## src/rtl/flash_access.sv

```systemverilog
// Flash-side access engine: owns the 19-bit ROM address, runs timed read/write
// cycles on the flash bus and keeps a prefetched byte for zero-wait ZX reads.
module flash_access #(
    parameter int T_SETUP = 1,
    parameter int T_PULSE = 3,
    parameter int T_HOLD  = 1
) (
    input  logic        clk,
    input  logic        rst,
    input  logic        init,
    input  logic        adr_wr,
    input  logic        dat_wr,
    input  logic        dat_rd,
    input  logic [7:0]  wdata,
    output logic [7:0]  rdata,
    output logic        busy,
    output logic        err,
    output logic [18:0] fl_a,
    output logic [7:0]  fl_d_out,
    output logic        fl_d_oe,
    input  logic [7:0]  fl_d_in,
    output logic        fl_cs_n,
    output logic        fl_oe_n,
    output logic        fl_we_n
);

    localparam logic [1:0] S_IDLE  = 2'd0;
    localparam logic [1:0] S_SETUP = 2'd1;
    localparam logic [1:0] S_PULSE = 2'd2;
    localparam logic [1:0] S_HOLD  = 2'd3;

    // Down-counter reload values; each timed state lasts cnt+1 cycles.
    localparam logic [7:0] SETUP_LD = 8'(T_SETUP - 1);
    localparam logic [7:0] PULSE_LD = 8'(T_PULSE - 1);
    localparam logic [7:0] HOLD_LD  = 8'(T_HOLD - 1);

    logic [1:0]  state;
    logic [7:0]  cnt;
    logic        wr;
    logic [18:0] addr;
    logic [1:0]  phase;
    logic [7:0]  wbyte;

    always_ff @(posedge clk) begin
        if (rst || init) begin
            state <= S_IDLE;
            cnt   <= '0;
            wr    <= 1'b0;
            addr  <= '0;
            phase <= 2'd0;
            wbyte <= '0;
            rdata <= 8'hFF;
            err   <= 1'b0;
        end else begin
            case (state)
                S_IDLE: begin
                    if (adr_wr) begin
                        case (phase)
                            2'd0: begin
                                addr[18:16] <= wdata[2:0];
                                phase       <= 2'd1;
                            end
                            2'd1: begin
                                addr[15:8] <= wdata;
                                phase      <= 2'd2;
                            end
                            default: begin
                                addr[7:0] <= wdata;
                                phase     <= 2'd0;
                                wr        <= 1'b0;
                                state     <= S_SETUP;
                                cnt       <= SETUP_LD;
                            end
                        endcase
                        if (dat_wr || dat_rd) err <= 1'b1;
                    end else if (dat_wr) begin
                        wbyte <= wdata;
                        wr    <= 1'b1;
                        state <= S_SETUP;
                        cnt   <= SETUP_LD;
                        if (dat_rd) err <= 1'b1;
                    end else if (dat_rd) begin
                        // The prefetched byte was just consumed: step and refill.
                        addr  <= addr + 19'd1;
                        wr    <= 1'b0;
                        state <= S_SETUP;
                        cnt   <= SETUP_LD;
                    end
                end
                S_SETUP: begin
                    if (cnt == 8'd0) begin
                        state <= S_PULSE;
                        cnt   <= PULSE_LD;
                    end else begin
                        cnt <= cnt - 8'd1;
                    end
                end
                S_PULSE: begin
                    if (cnt == 8'd0) begin
                        if (!wr) rdata <= fl_d_in;
                        state <= S_HOLD;
                        cnt   <= HOLD_LD;
                    end else begin
                        cnt <= cnt - 8'd1;
                    end
                end
                default: begin
                    if (cnt == 8'd0) begin
                        if (wr) begin
                            // Write done: chain straight into a prefetch of the next byte.
                            addr  <= addr + 19'd1;
                            wr    <= 1'b0;
                            state <= S_SETUP;
                            cnt   <= SETUP_LD;
                        end else begin
                            state <= S_IDLE;
                        end
                    end else begin
                        cnt <= cnt - 8'd1;
                    end
                end
            endcase
            if (state != S_IDLE && (adr_wr || dat_wr || dat_rd)) err <= 1'b1;
        end
    end

    assign busy     = (state != S_IDLE);
    assign fl_a     = addr;
    assign fl_cs_n  = (state == S_IDLE);
    assign fl_oe_n  = !(state == S_PULSE && !wr);
    assign fl_we_n  = !(state == S_PULSE && wr);
    assign fl_d_oe  = wr && (state != S_IDLE);
    assign fl_d_out = wbyte;

endmodule

```

## config.mk

```make
export PLATFORM = sky130hd
export DESIGN_NAME = flash_access
export DESIGN_NICKNAME = d
export VERILOG_FILES = /design/src/rtl/flash_access.sv
export SDC_FILE = /design/constraint.sdc
export NUM_CORES = 1
export LEC_CHECK = 0
export CAP_MARGIN = 10
export CORE_MARGIN = 3
export CORE_UTILIZATION = 54
export CTS_CLUSTER_DIAMETER = 40
export DETAILED_ROUTE_END_ITERATION = 12
export GPL_TIMING_DRIVEN = 0
export PLACE_DENSITY = 0.82
export SLEW_MARGIN = 20
export SYNTH_ARGS = -nofsm -noshare
export SYNTH_HDL_FRONTEND = slang
export SYNTH_SLANG_ARGS = --single-unit
export TNS_END_PERCENT = 10
```

## constraint.sdc

```tcl
create_clock -name clk -period 5.68 [get_ports clk]
set_clock_uncertainty 0.15 [all_clocks]
set_input_delay 0.568 -clock clk [delete_from_list [all_inputs] [get_ports clk]]
set_output_delay 0.568 -clock clk [all_outputs]
set_load 0.03 [all_outputs]
```

== After elaboration in Yosys (flattened, before gate mapping) ==
Index checks and enable logic that the tools add are counted.
W data, S select, Z words.

* Input port bits: 22
* Register bits: 49
* Output and inout port bits: 41

* Reductions and logical operators: 32
* Equality and inequality tests: 13
* Multiplexer cells: 40
* Bitwise gates (word level): 3
* Add/subtract/negate cells: 2

{| class="wikitable"
|+ Operator list
! operator !! count
|-
| $mux W19 || 5
|-
| $mux W8 || 10
|-
| $pmux W19 S2 || 1
|-
| $pmux W8 S3 || 1
|-
| $add A19 B1 Y19 const B || 1
|-
| $reduce_and A6 Y1 || 3
|-
| $mux W2 || 7
|-
| $mux W1 || 12
|-
| $ne A3 B3 Y1 const B || 3
|-
| $reduce_and A3 Y1 || 3
|-
| $logic_not A8 Y1 || 1
|-
| $reduce_and A4 Y1 || 2
|-
| $reduce_bool A2 Y1 || 4
|-
| $sub A8 B1 Y8 const B || 1
|-
| $ne A3 B2 Y1 const B || 2
|-
| $pmux W2 S3 || 1
|-
| $reduce_bool A3 Y1 || 2
|-
| $ne A5 B3 Y1 const B || 1
|-
| $reduce_and A5 Y1 || 1
|-
| $eq A2 B1 Y1 const B || 2
|-
| $logic_and A1 B1 Y1 || 4
|-
| $logic_not A2 Y1 || 2
|-
| $logic_or A1 B1 Y1 || 4
|-
| $ne A2 B2 Y1 const B || 2
|-
| 10 further kinds || 15
|}

== Longest topological paths before layout ==
* Depth in word-level cells: 5
* Mapped depth: 9
* Mapped depth without buffers: 7

== Worst setup path before layout ==
No wires, ideal clock.

* Path kind: register to register
* Start point: reg state[0]
* End point: reg addr[3], in the netlist fl_a[3]
* Path buffers: 2
* Period minus slack after synthesis: 2.232 ns
* Setup slack: 3.448 ns
* Data required time: 5.413 ns
* Arrival time: 1.964 ns
* Setup time: 0.117 ns
* Cell stages (with the launch flop): 10
* Cell sequence: dfxtp_1 inv_1 ha_1 clkbuf_8 and2_0 clkbuf_1 nor3_1 a21oi_1 nor2_1 a32o_1

* Elaborated cells between the ends (all ways): 12

{| class="wikitable"
|+ RTL lines
! what !! line !! source
|-
| start: declaration || 37 || <nowiki>logic [1:0] state;</nowiki>
|-
| start signal: assignment || 46 || <nowiki>state <= S_IDLE;</nowiki>
|-
| start signal: assignment || 71 || <nowiki>state <= S_SETUP;</nowiki>
|-
| start signal: assignment || 79 || <nowiki>state <= S_SETUP;</nowiki>
|-
| $logic_not A2 Y1 * || n/a ||
|-
| via fl_cs_n || 22 || <nowiki>output logic fl_cs_n,</nowiki>
|-
| $ne A3 B3 Y1 (no source line) or $reduce_bool A2 Y1 (tied branches) || n/a ||
|-
| $reduce_and A6 Y1 (no source line) || n/a ||
|-
| end signal: assignment || 68 || <nowiki>addr[7:0] <= wdata;</nowiki>
|-
| end signal: assignment || 84 || <nowiki>addr <= addr + 19'd1;</nowiki>
|-
| end signal: assignment || 111 || <nowiki>addr <= addr + 19'd1;</nowiki>
|-
| end: declaration || 40 || <nowiki>logic [18:0] addr;</nowiki>
|}

Mark *: on every way through the listed nets, which the timed path passes. The rest lies on a longest branch.
A chain may end at the register's enable or synchronous reset.

== Final worst setup path ==
* Start point: reg state[0]
* End point: out fl_d_oe

* Cells in the longest elaborated chain, start to end: 2

{| class="wikitable"
|+ RTL lines
! what !! line !! source
|-
| $reduce_bool A2 Y1 || 132 || <nowiki>assign fl_d_oe = wr && (state != S_IDLE);</nowiki>
|-
| $logic_and A1 B1 Y1 || 132 ||
|-
| end: declaration || 20 || <nowiki>output logic fl_d_oe,</nowiki>
|}

Every way passes these cells.

==> flow_summary.yaml <==
synth:
  yosys_warnings: 0
  synth_ff_type: "dfxtp_1"
  synth-edff-count: 0
  ys_async_sr_fraction_pct: 0
  synth_area_leaders: "dfxtp_1, nand2_1, mux2i_1, a21oi_1, nor2_1"
  yosys.area.top_type_share_pct: 36.7
  yosysTopAreaCell: "dfxtp_1"
  synth_common_cells: "nand2_1, dfxtp_1, nor2_1"
  muxShareOfSynthArea_pct: 5.24
  synth_compound_gate_area_share_pct: 19.9
  synth_most_common_cell: "nand2_1"
  synth-seq-area-share_pct: 36.7
  ys_ff_latch: 49
  yosys.area_share.simple_pct: 27.6
  syn-cell-area_um2: 2680
  synth_cell_types: 52
  syn_nets: 358
  synth.avg_cell_area_um2: 8.13
  synth-xor-area-share_pct: 2.29
  syn_inst: 329
  synth_fa_ha_area_share_pct: 3.27
  synth_top_family_by_area: "simple AND/OR/NAND/NOR gates"
sta:
  period_needed_ns: 2.75
  fmax_ghz: 0.364
  worst_slew_pin_slew_ns: 0.845
  rsz0062_at_grt: "false"
  hold_violations: 0
  maxSlewViolCount: 0
  tns_ns: 0
  finalCritPeriodShare_pct: 48.3
  setup_viol: 0
  maxSlewHeadroom_pct: 43.2
critical_path:
  crit_path_start: "state[0]"
  crit_type: "flip-flop to output port"
  critPathBufInv: 3
  path_max_fanout: 10
  r2r_setup_slack_ns: 3.30
  r2r_cells: 9
  cp-endpoint: "fl_d_oe"
  worstPathArrival_ns: 2.03
  endpoint_kind: "output port"
  slowest_delay_ns: 0.68
  critPathLaunchType: "flip-flop"
  crit_family: "buffers and inverters"
  crit_path_top_delay_cell: "clkdlybuf4s50_1"
  path_cells: "inv_1, ha_1, clkbuf_8, nor2b_1, clkdlybuf4s50_1"
  worstReg2RegEnd: "fl_a[3]"
  cp.depth: 5
  timing.rr.start: "state[0]"
  worst_ep_required_time_ns: 4.96
drt:
  first_pass_iters: 5
  route.detailed.drc: 0
  wire_per_inst_um: 16.3
  ant_nets: 0
  vias: 2754
  drt_iter0_drc: 250
  wl_mm: 7.58
  viasPerCell: 5.94
floorplanning:
  io_pins: 63
  die-height_um: 76.4
  rows: 24
  design.die.area_um2: 5840
  chipWidth_um: 76.4
  core_um2: 4560
  initial_utilization_pct: 58.6
final_layout:
  final.fill_count: 379
  diodes: 0
  fin_area_um2: 3490
  final_nets: 427
  final_util_pct: 76.5
  synthToLayoutAreaGrowth_pct: 30.5
  drive_above_1_share_pct: 6.27
clock_tree:
  htree_num_levels: 2
  tritoncts: "done"
  root_buffer: "clkbuf_8"
  cts.sinks: 49
  clk_latency_ns: 0.31
  cts_buffers: 5
  post_cts.repair.setup_buffers: 0
  clk_pin_slew_worst_paths_ns: 0.09
  cts_resized: 0
  cts_hold_buf: 0
  cts_max_path_buffers: 2
place:
  placed_area_um2: 3380
  hpwlAfterDp_mm: 5.66
  place_congestion: 0.908
  io_buffers: 62
job:
  maxCapViolCount: 0
pwr:
  power.density_nw_per_um2: 249
  peakVddDrop_mv: 0.173
  p_leak_nw: 1.22
grt:
  antenna_found_initial: 0
  grt_pass1_vias: 2555
  track_usage_pct: 26.2
  grt_overflow: 0
  grt_pass1_wl_mm: 12.6
  grt_start_max_net_pins: 17
worst_hold_path:
  holdPathStages: 2
  hold_path.class: "flip-flop to flip-flop"
run_status:
  status: "complete, no violations"
[how the worst min path moves through the flow]
stage                            from          end  slack, ns
after global placement    fl_d_out[0]  fl_d_out[0]       0.30
after floorplan                cnt[1]       cnt[1]       0.29
after global routing      fl_d_out[2]  fl_d_out[2]       0.33
after detailed placement  fl_d_out[2]  fl_d_out[2]       0.30
final                     fl_d_out[2]  fl_d_out[2]       0.31
after CTS                 fl_d_out[2]  fl_d_out[2]       0.31
[layer usage]
| metal | global-route usage, % | wire, um |
|---|---|---|
| met5 | 0 | 0 |
| met4 | 9.42 | 167 |
| met3 | 6.03 | 706 |
| met2 | 41.1 | 3480 |
| met1 | 35.1 | 3220 |
[worst register-to-register path, cell delays in order, from the launching register on]
cell and delay, ns:
dfxtp_1 0.35, inv_1 0.09, ha_1 0.27, clkbuf_8 0.21
and2_0 0.32, clkbuf_1 0.41, nor3_1 0.10, a21oi_1 0.14
nor2_1 0.06, a32o_1 0.19
[layout by cell type, fill, tap and decap left out, types with 2 or more instances in the layout]
cell | netlist | routed
nor2_2 | 2 | 2
and3_1 | 4 | 4
nor2_1 | 30 | 30
nor4_1 | 2 | 2
nand2b_1 | 3 | 3
dfxtp_1 | 49 | 49
nor2b_1 | 3 | 3
xor2_1 | 6 | 6
clkbuf_1 | 8 | 8
ha_1 | 7 | 7
nand3_1 | 13 | 13
o211ai_1 | 2 | 2
nand2_1 | 59 | 59
a32o_1 | 5 | 5
a21boi_0 | 2 | 2
clkdlybuf4s50_1 | 0 | 62
inv_1 | 6 | 6
clkbuf_8 | 4 | 9
o22ai_1 | 3 | 3
o31ai_1 | 3 | 3
a21oi_1 | 27 | 27
mux2i_1 | 14 | 14
nand3b_1 | 3 | 3
a211oi_1 | 9 | 9
and2_1 | 2 | 2
nand4_1 | 9 | 9
a31oi_1 | 2 | 2
o21ai_0 | 18 | 18
nor3_1 | 10 | 10
[state kept, by name, summed over array words and instances, names as in the netlist]
signal and flops:
phase 2, rdata 8, wr 1, cnt 8, fl_a 19, state 2, err 1, fl_d_out 8
[where the power goes]
part           switching [mW]  internal, mW  total [mW]
Combinational           0.136         0.101       0.237
Clock                   0.125         0.132       0.257
Sequential             0.0168         0.357       0.374
[cell type report]
| class | instances | area (um2) | share of cell area [%] |
|---|---|---|---|
| multi-input cells | 259 | 1560 | 44.7 |
| repair buffers | 62 | 621 | 17.8 |
| well taps | 65 | 81.3 | 2.33 |
| clock inverters | 3 | 46.3 | 1.33 |
| plain buffers | 14 | 108 | 3.08 |
| clock buffers | 5 | 68.8 | 1.97 |
| inverters | 7 | 26.3 | 0.752 |
| flip-flops and latches | 49 | 981 | 28.1 |
[kinds of logic after synthesis]
kind of cell / after synthesis
AO/OA/AOI/OAI: 81
multiplexers: 14
adder cells (fa/ha/maj): 7
flip-flops: 49
AND/OR/NAND/NOR: 150
XOR/XNOR: 7
buffers and inverters: 21
[stage by stage]
| step | power (mW) | instances | hold slack, ns | setup WS (ns) |
|---|---|---|---|---|
| 3_5_place_dp | 0.616 | 456 | 0.299 | 3.00 |
| 6_report | 0.869 | 464 | 0.309 | 2.93 |
| 3_3_place_gp | 0.612 | 456 | 0.297 | 3.03 |
| 5_1_grt | 0.908 | 464 | 0.331 | 2.83 |
| 4_1_cts | 0.871 | 464 | 0.312 | 2.93 |
| 2_1_floorplan | 0.543 | 329 | 0.295 | 3.45 |
(Power assumes the default switching activity.)
